**src/rtl/fifo_1d_22to64.sv**
```systemverilog
// Reassembles 22-bit link chunks into 64-bit words (3-chunk long, 2-chunk short)
// and holds each finished word in a one-entry output register.
module fifo_1d_22to64 (
  input  logic        clk,
  input  logic        rst,
  input  logic [21:0] a_data,
  input  logic        a_short,
  input  logic        a_valid,
  output logic        a_ready,
  output logic [63:0] b_data,
  output logic        b_short,
  output logic        b_valid,
  input  logic        b_ready
);

  typedef enum logic [1:0] {
    C0 = 2'd0,
    C1 = 2'd1,
    C2 = 2'd2
  } cnt_e;

  cnt_e        r_cnt;
  logic        r_tgt_short;
  logic [43:0] r_acc;
  logic [63:0] r_b_data;
  logic        r_b_short;
  logic        r_b_valid;

  cnt_e        w_cnt_nxt;
  logic        w_tgt_nxt;
  logic [43:0] w_acc_nxt;
  logic [63:0] w_bd_nxt;
  logic        w_bs_nxt;
  logic        w_bv_nxt;
  logic        w_final;
  logic        w_take;

  // Only the word-completing chunk needs room in the output register.
  assign w_final = ((r_cnt == C1) && r_tgt_short) || (r_cnt == C2);
  assign a_ready = !w_final || !r_b_valid || b_ready;
  assign w_take  = a_valid && a_ready;

  always_comb begin
    w_cnt_nxt = r_cnt;
    w_tgt_nxt = r_tgt_short;
    w_acc_nxt = r_acc;
    w_bd_nxt  = r_b_data;
    w_bs_nxt  = r_b_short;
    w_bv_nxt  = r_b_valid;
    if (r_b_valid && b_ready) begin
      w_bv_nxt = 1'b0;
    end
    if (w_take) begin
      unique case (r_cnt)
        C0: begin
          w_tgt_nxt = a_short;
          // Long words keep only the 20 payload bits; the pad bits are dropped.
          w_acc_nxt[43:22] = a_short ? a_data
                                     : {2'b00, a_data[19:0]};
          w_cnt_nxt = C1;
        end
        C1: begin
          if (r_tgt_short) begin
            w_bd_nxt  = {20'h0, r_acc[43:22], a_data};
            w_bs_nxt  = 1'b1;
            w_bv_nxt  = 1'b1;
            w_cnt_nxt = C0;
          end else begin
            w_acc_nxt[21:0] = a_data;
            w_cnt_nxt = C2;
          end
        end
        C2: begin
          w_bd_nxt  = {r_acc[41:22], r_acc[21:0], a_data};
          w_bs_nxt  = 1'b0;
          w_bv_nxt  = 1'b1;
          w_cnt_nxt = C0;
        end
        default: begin
          w_cnt_nxt = C0;
        end
      endcase
    end
  end

  always_ff @(posedge clk) begin
    if (rst) begin
      r_cnt       <= C0;
      r_tgt_short <= 1'b0;
      r_acc       <= '0;
      r_b_data    <= '0;
      r_b_short   <= 1'b0;
      r_b_valid   <= 1'b0;
    end else begin
      r_cnt       <= w_cnt_nxt;
      r_tgt_short <= w_tgt_nxt;
      r_acc       <= w_acc_nxt;
      r_b_data    <= w_bd_nxt;
      r_b_short   <= w_bs_nxt;
      r_b_valid   <= w_bv_nxt;
    end
  end

  assign b_data  = r_b_data;
  assign b_short = r_b_short;
  assign b_valid = r_b_valid;

endmodule
```
**config.mk**
```make
export PLATFORM = sky130hd
export DESIGN_NAME = fifo_1d_22to64
export DESIGN_NICKNAME = d
export VERILOG_FILES = /design/src/rtl/fifo_1d_22to64.sv
export SDC_FILE = /design/constraint.sdc
export NUM_CORES = 1
export LEC_CHECK = 0
export BUFFER_PORTS_ARGS = -buffer_cell sky130_fd_sc_hd__buf_2
export CORE_UTILIZATION = 50
export DETAILED_ROUTE_END_ITERATION = 8
export PLACE_DENSITY = 0.74
export SLEW_MARGIN = 20
export SYNTH_ARGS = -nofsm -noshare
export SYNTH_HDL_FRONTEND = slang
export SYNTH_SLANG_ARGS = --single-unit
export TNS_END_PERCENT = 50
```
**constraint.sdc**
```tcl
create_clock -name clk -period 3.9 [get_ports clk]
set_input_delay 0.78 -clock clk [delete_from_list [all_inputs] [get_ports clk]]
set_output_delay 0.78 -clock clk [all_outputs]
set_load 0.01 [all_outputs]
```
==> impl_results.md, run 1 <==
* Routed WL per cell at 15.1 um
* CP cell instances: inv_1 -> ha_2 -> a21oi_1 -> nand2b_1 -> buf_2
* CP max FO at 28
* Vias in the first global route at 3419
* Post-layout util at 64.7%
* CTS tree: yes
* Die W at 95.5 um
* Synthesized flop and latch total at 113
* Max-slew headroom at 33.3%
* Synth Warn # at 0
* Post-cts sizing count at 0
* Final nets at 573
* WP data arrival at 2.32 ns
* DRT Wirelength at 9980 um
* DR pass1 iterations at 5
* Gr usage total at 23.2%
* Post-synth top flop: dfxtp_1
* LEAKAGE at 2.10 nW
* Library cells used by synthesis at 27
* Clk root buf: clkbuf_8
* Place WS at 0.959 ns
* Vias at 3464
* # rows at 33
* Switch share at 23.2%
* N_diodes at 0
* Global route total overflow at 0
* Period utilisation layout at 79.6%
* Crit-path slowest cell: ha_2
* Chip height at 95.5 um
* Combinational Power Share at 6.8%
* Unrepaired setup endpoints after global routing: false
* Post-CTS Hold Buffers at 0
* Async set or reset register ratio after synthesis at 0%
* Top-area cell type share of the netlist area at 51.7%
* TNS Setup at 0 ns
* Pin count of the biggest net entering global routing at 110
* Syn avg cell area at 9.40 sq um
* Area grow syn2layout at 23.4%
* Fillers at 669
* Crit path kind: reg -> out
* GP Congestion at 0.707
* Psw at 0.687 mW
* First-pass GRT wire length at 15900 um
* Share of post-route cells with drive strength above 1 at 28.2%
* # IOs at 94
* CP top delay family: adder cells
* Cell area after synthesis at 4370 sq um
* Post-Syn Instances at 465
* Clock Skew at 0.00449 ns
* Register area share after synthesis at 51.7%
* Post-route DRC at 0
* Core box area at 8340 sq um
* Via density at 5.24
* Worst Tran Pin Value at 1.00 ns
* ANT nets after route at 0
* DR iter-0 viols at 158
* Initial Util at 52.4%
* Synth Net Count at 495
* Final worst setup slack at 0.796 ns
* F_max at 0.322 GHz
* Clock sinks at 113
* Cell internal pwr at 2.27 mW
* Slowest cell delay on critical path at 0.77 ns
* Skew-Pair Late Insertion Delay at 0.51 ns
* Clock power frac at 52.0%
* Final Power at 2.96 mW
* Outcome: complete, no violations
* Max Slew Vio Count at 0
* Synth top area cells: dfxtp_1 52%, mux2i_1 10%, nand2_1 7.6%, a211oi_2 6.3%, nor2_1 5.7%
* Final HPWL DP at 5740 um
* Yosys top cell by area: dfxtp_1
* Die area at 9120 sq um
* H-tree levels at 4
* Crit start category: register
* Post-CTS Repair Setup Buffers at 0
* Part of the power in registers at 41.2%
* Hold WC Path Type: reg -> reg
* Crit path time final at 3.10 ns
* Num CTS Buffers at 17
* Max cap viols at 0
* Endpoints failing hold at 0
* Worst Path Required at 3.12 ns
* PortBufs at 93
* Pwr Density at 549 nW/um^2
* Clock transition at path regs at 0.06 ns
* EDFF count, synth at 0
* Deepest clock path buffer count at 2
* Final setup vio count at 0
* Critical Path Sink Type: output pin
* Initial antenna violation count at 0
* Maximum vdd ir drop at 0.353 mV
* Worst path bufs/invs at 2
flip-flops by register name (all words and copies together) (netlist names):
name         cells
b_data          64
r_acc           44
r_cnt            2
b_short          1
b_valid          1
r_tgt_short      1
logic make-up after synthesis:
family	after synthesis	share of synthesized area, %
muxes	45	10.3
adders and majority gates	3	0.859
and+or+nand+nor	164	14.7
AOI/OAI and AO/OA	98	17.1
DFF	113	51.7
buffers and inverters	42	5.32
worst reg2reg max path, cell delays in order, from the launching register on:
cell     delay, ns
dfxtp_1       0.32
inv_1         0.08
ha_2          0.77
mux2_2        0.33
nand3_2       0.76
a22oi_1       0.44
nor2_1        0.08
power by group through the flow:
stage / registers (mW) / clock network (mW) / logic, mW
5_1_grt: 1.22 / 1.61 / 0.221
6_report: 1.22 / 1.54 / 0.201
4_1_cts: 1.22 / 1.56 / 0.202
2_1_floorplan: 1.24 / 0 / 0.137
3_5_place_dp: 1.24 / 0 / 0.199
3_3_place_gp: 1.24 / 0 / 0.194
layout make-up:
type | instances | area, sq um | area share, %
sequential | 113 | 2260 | 41.9
multi-input combinational | 310 | 1880 | 34.9
timing repair buffer | 96 | 494 | 9.16
clock buffer | 19 | 442 | 8.19
clock inverter | 13 | 160 | 2.97
tap | 105 | 131 | 2.44
inverter | 5 | 18.8 | 0.348
placed cells by master (no fill, tap or decap), types with 2 or more instances in the layout:
cell type | synthesis | final
buf_4 | 1 | 3
a21oi_1 | 48 | 48
clkinv_2 | 0 | 3
bufinv_16 | 0 | 3
ha_1 | 3 | 2
mux2i_1 | 44 | 44
clkbuf_8 | 0 | 3
a22oi_1 | 20 | 20
nand2b_1 | 3 | 3
clkbuf_16 | 0 | 16
dfxtp_1 | 113 | 113
clkinvlp_4 | 0 | 5
a211oi_2 | 22 | 22
nand3_1 | 3 | 2
nand2_1 | 89 | 89
buf_2 | 15 | 92
inv_1 | 5 | 5
nor2_1 | 66 | 66
metal layers:
metal | up-vias | global-route usage (%) | wire length (um)
li1 | 1734 | - | -
met2 | 88 | 38.4 | 4830
met1 | 1638 | 28.3 | 4640
met3 | 4 | 5.90 | 478
met5 | - | 0 | 0
met4 | 0 | 10.7 | 34
metrics by stage:
step           std cells  instance area (sq um)  hold slack, ns
6_report             661                   5390           0.448
2_1_floorplan        465                   4370           0.431
5_1_grt              661                   5390           0.474
4_1_cts              661                   5390           0.450
3_5_place_dp         629                   4790           0.443
3_3_place_gp         629                   4790           0.439
synth_stat cells, types with 5 or more instances:
| master | instances |
|---|---|
| nand2_1 | 89 |
| a21oi_1 | 48 |
| inv_1 | 5 |
| buf_6 | 7 |
| mux2i_1 | 44 |
| clkbuf_1 | 14 |
| dfxtp_1 | 113 |
| a211oi_2 | 22 |
| a22oi_1 | 20 |
| nor2_1 | 66 |
| buf_2 | 15 |
final timing paths:
check                                start    endpoint  slack (ns)  cells past startpoint
worst min-delay path            b_data[16]  b_data[16]        0.45                      2
worst max-delay path              r_cnt[0]     a_ready        0.80                      5
worst max register to register    r_cnt[0]  b_data[45]        0.97                      6
worst min register to register  b_data[16]  b_data[16]        0.45                      2
No activity file was read; power rests on OpenSTA's default activity.
==> run 2, diff against run 1 <==
CORE_UTILIZATION = 48   (was 50)
PLACE_DENSITY = 0.75   (was 0.74)
clock period = 2.6 ns   (was 3.9 ns; I/O delays follow)
==> impl_results.md, run 2 (synthesis results as in run 1) <==
* Outcome: complete, no violations
* Commonest cells after routing, fill and taps aside: 113 x dfxtp_1, 92 x buf_2, 89 x nand2_1
* Place WS at 0.476 ns (-0.483 ns)
* Num CTS Buffers at 17 (unchanged)
* Reg-to-Reg End: b_data[63]
* Unrepaired setup endpoints after global routing: false
* Final worst setup slack at 0.295 ns (-0.502 ns)
* Clock Skew at 0.0118 ns (+0.00730 ns)
* Most common cell after layout, fill and taps aside: dfxtp_1
* H-tree levels at 4 (unchanged)
* Critical Path Sink Type: output pin
* TNS Setup at 0 ns (unchanged)
* DR iter-0 viols at 147 (-7.0%)
* Reg-to-reg setup timing slack at 0.53 ns (-0.44 ns)
* # IOs at 94 (unchanged)
* LEAKAGE at 2.16 nW (+2.9%)
* CTS tree: yes
* F_max at 0.434 GHz
* Reg-to-reg critical path startpoint: r_cnt[0]
* Clock power frac at 53.0% (+1.0 points)
* Met3 Usage GRT at 6.69% (+0.79 points)
* Via density at 5.22 (-0.37%)
* Switch share at 22.7% (-0.51 points)
* Hold EP: b_data[10]
* Crit path kind: reg -> out
* Post-CTS Hold Buffers at 0 (unchanged)
* Die W at 97.4 um (+2.0%)
* Post-route DRC at 0 (unchanged)
* Worst Tran Pin Value at 0.876 ns (-0.124 ns)
* Skew-Pair Late Insertion Delay at 0.51 ns (about the same)
* Max cap viols at 0 (unchanged)
* Hold path cells at 3 (+1)
* Endpoints failing hold at 0 (unchanged)
* Gr usage total at 21.6% (-1.6 points)
* Period utilisation layout at 88.7%
* Hold WC Path Type: in -> reg
* Final nets at 579 (+1.0%)
* Clk root buf: clkbuf_8
* Dpl cell area at 4890 sq um (+2.1%)
* GRT met2 Usage at 35.4% (-2.9 points)
* Initial Util at 49.9% (-2.5 points)
* Pin count of the biggest net entering global routing at 65 (-41%)
* Max-slew headroom at 41.6% (+8.3 points)
* Final setup vio count at 0 (unchanged)
* Final HPWL DP at 6290 um (+9.6%)
* Routed WL per cell at 14.9 um (-1.5%)
* Clock transition at path regs at 0.06 ns (about the same)
* Cell internal pwr at 3.52 mW (+55%)
* Design Area, Final at 5510 sq um (+2.2%)
* Number of flip-flops in the largest register at 64 (unchanged)
* Worst Path Required at 2.08 ns (-1.04 ns)
* Pwr Density at 827 nW/um^2 (+51%)
* Share of post-route cells with drive strength above 1 at 28.8% (+0.59 points)
* Combinational Power Share at 6.9% (about the same)
* Post-cts sizing count at 0 (unchanged)
* Vias in the first global route at 3351 (-2.0%)
* Global route total overflow at 0 (unchanged)
* PortBufs at 93 (unchanged)
* Area grow syn2layout at 26.1%
* Chip height at 97.4 um (+2.0%)
* Min-delay src: a_data[10]
* Core box area at 8760 sq um (+5.1%)
* WP data arrival at 1.79 ns (-0.53 ns)
* Deepest clock path buffer count at 2 (unchanged)
* Vias at 3498 (+0.98%)
* Crit path time final at 2.31 ns
* Initial antenna violation count at 0 (unchanged)
* First-pass GRT wire length at 16200 um (+1.9%)
* Post-CTS Repair Setup Buffers at 0 (unchanged)
* Fillers at 733 (+9.6%)
* DRT Wirelength at 9970 um (-0.14%)
* DR pass1 iterations at 4 (-1)
* Psw at 1.03 mW (+51%)
* Met1 usage at 26.5% (-1.7 points)
* Maximum vdd ir drop at 0.453 mV (+28%)
* N_diodes at 0 (unchanged)
* GRT Max-Usage Layer: met2
* CP max FO at 10 (-64%)
* GP Congestion at 0.805 (+14%)
* Worst r2r path cells at 7 (+1)
* Die area at 9490 sq um (+4.1%)
* Crit start category: register
* # rows at 34 (+3.0%)
* Clock sinks at 113 (unchanged)
* Max Slew Vio Count at 0 (unchanged)
* ANT nets after route at 0 (unchanged)
* Part of the power in registers at 40.1% (-1.1 points)
==> run 2: worst max path at each step <==
stage | from | endpoint | slack (ns) | cells after the start
6_report | r_cnt[0] | a_ready | 0.29 | 5
5_1_grt | r_cnt[0] | a_ready | 0.17 | 5
4_1_cts | r_cnt[0] | a_ready | 0.27 | 5
3_5_place_dp | b_ready | b_data[59] | 0.48 | 5
3_3_place_gp | b_ready | b_data[58] | 0.57 | 5
2_1_floorplan | r_cnt[0] | b_data[10] | 0.92 | 9
==> run 2: per-layer routing <==
metal | routed length (um) | up-vias
met4 | 42 | 0
met5 | 0 | -
met3 | 550 | 4
li1 | - | 1745
met1 | 4520 | 1654
met2 | 4860 | 95
==> run 2: cell type report <==
| class | instances | area (sq um) | area share (%) |
|---|---|---|---|
| Clock inverter | 12 | 181 | 3.29 |
| Sequential cell | 113 | 2260 | 41.0 |
| Inverter | 5 | 18.8 | 0.340 |
| Clock buffer | 20 | 445 | 8.08 |
| Tap cell | 108 | 135 | 2.45 |
| Multi-Input combinational cell | 310 | 1880 | 34.2 |
| Timing Repair Buffer | 102 | 586 | 10.6 |
==> run 2: power groups by stage <==
stage                     clock network (mW)  registers (mW)  logic (mW)
after CTS                               2.45            1.83       0.317
after global placement                     0            1.86       0.304
after detailed placement                   0            1.86       0.314
after floorplan                            0            1.87       0.206
final                                   2.41            1.83       0.314
after global routing                    2.53            1.83       0.348
==> run 2: worst max-delay path, stage by stage, from the launching register on <==
cell and delay (ns):
dfxtp_1 0.36, inv_1 0.08, ha_2 0.28, a21oi_1 0.28, nand2b_1 0.16, buf_2 0.13
==> run 2: per-stage QoR <==
stage               util (%)  hold WS [ns]  std cells  total power [mW]
floorplan                  -         0.431        465              2.07
global placement        55.8         0.437        638              2.16
detailed placement      55.8         0.445        638              2.18
CTS                     62.9         0.250        670              4.59
global route            62.9         0.257        670              4.71
finish                  62.9         0.267        670              4.56
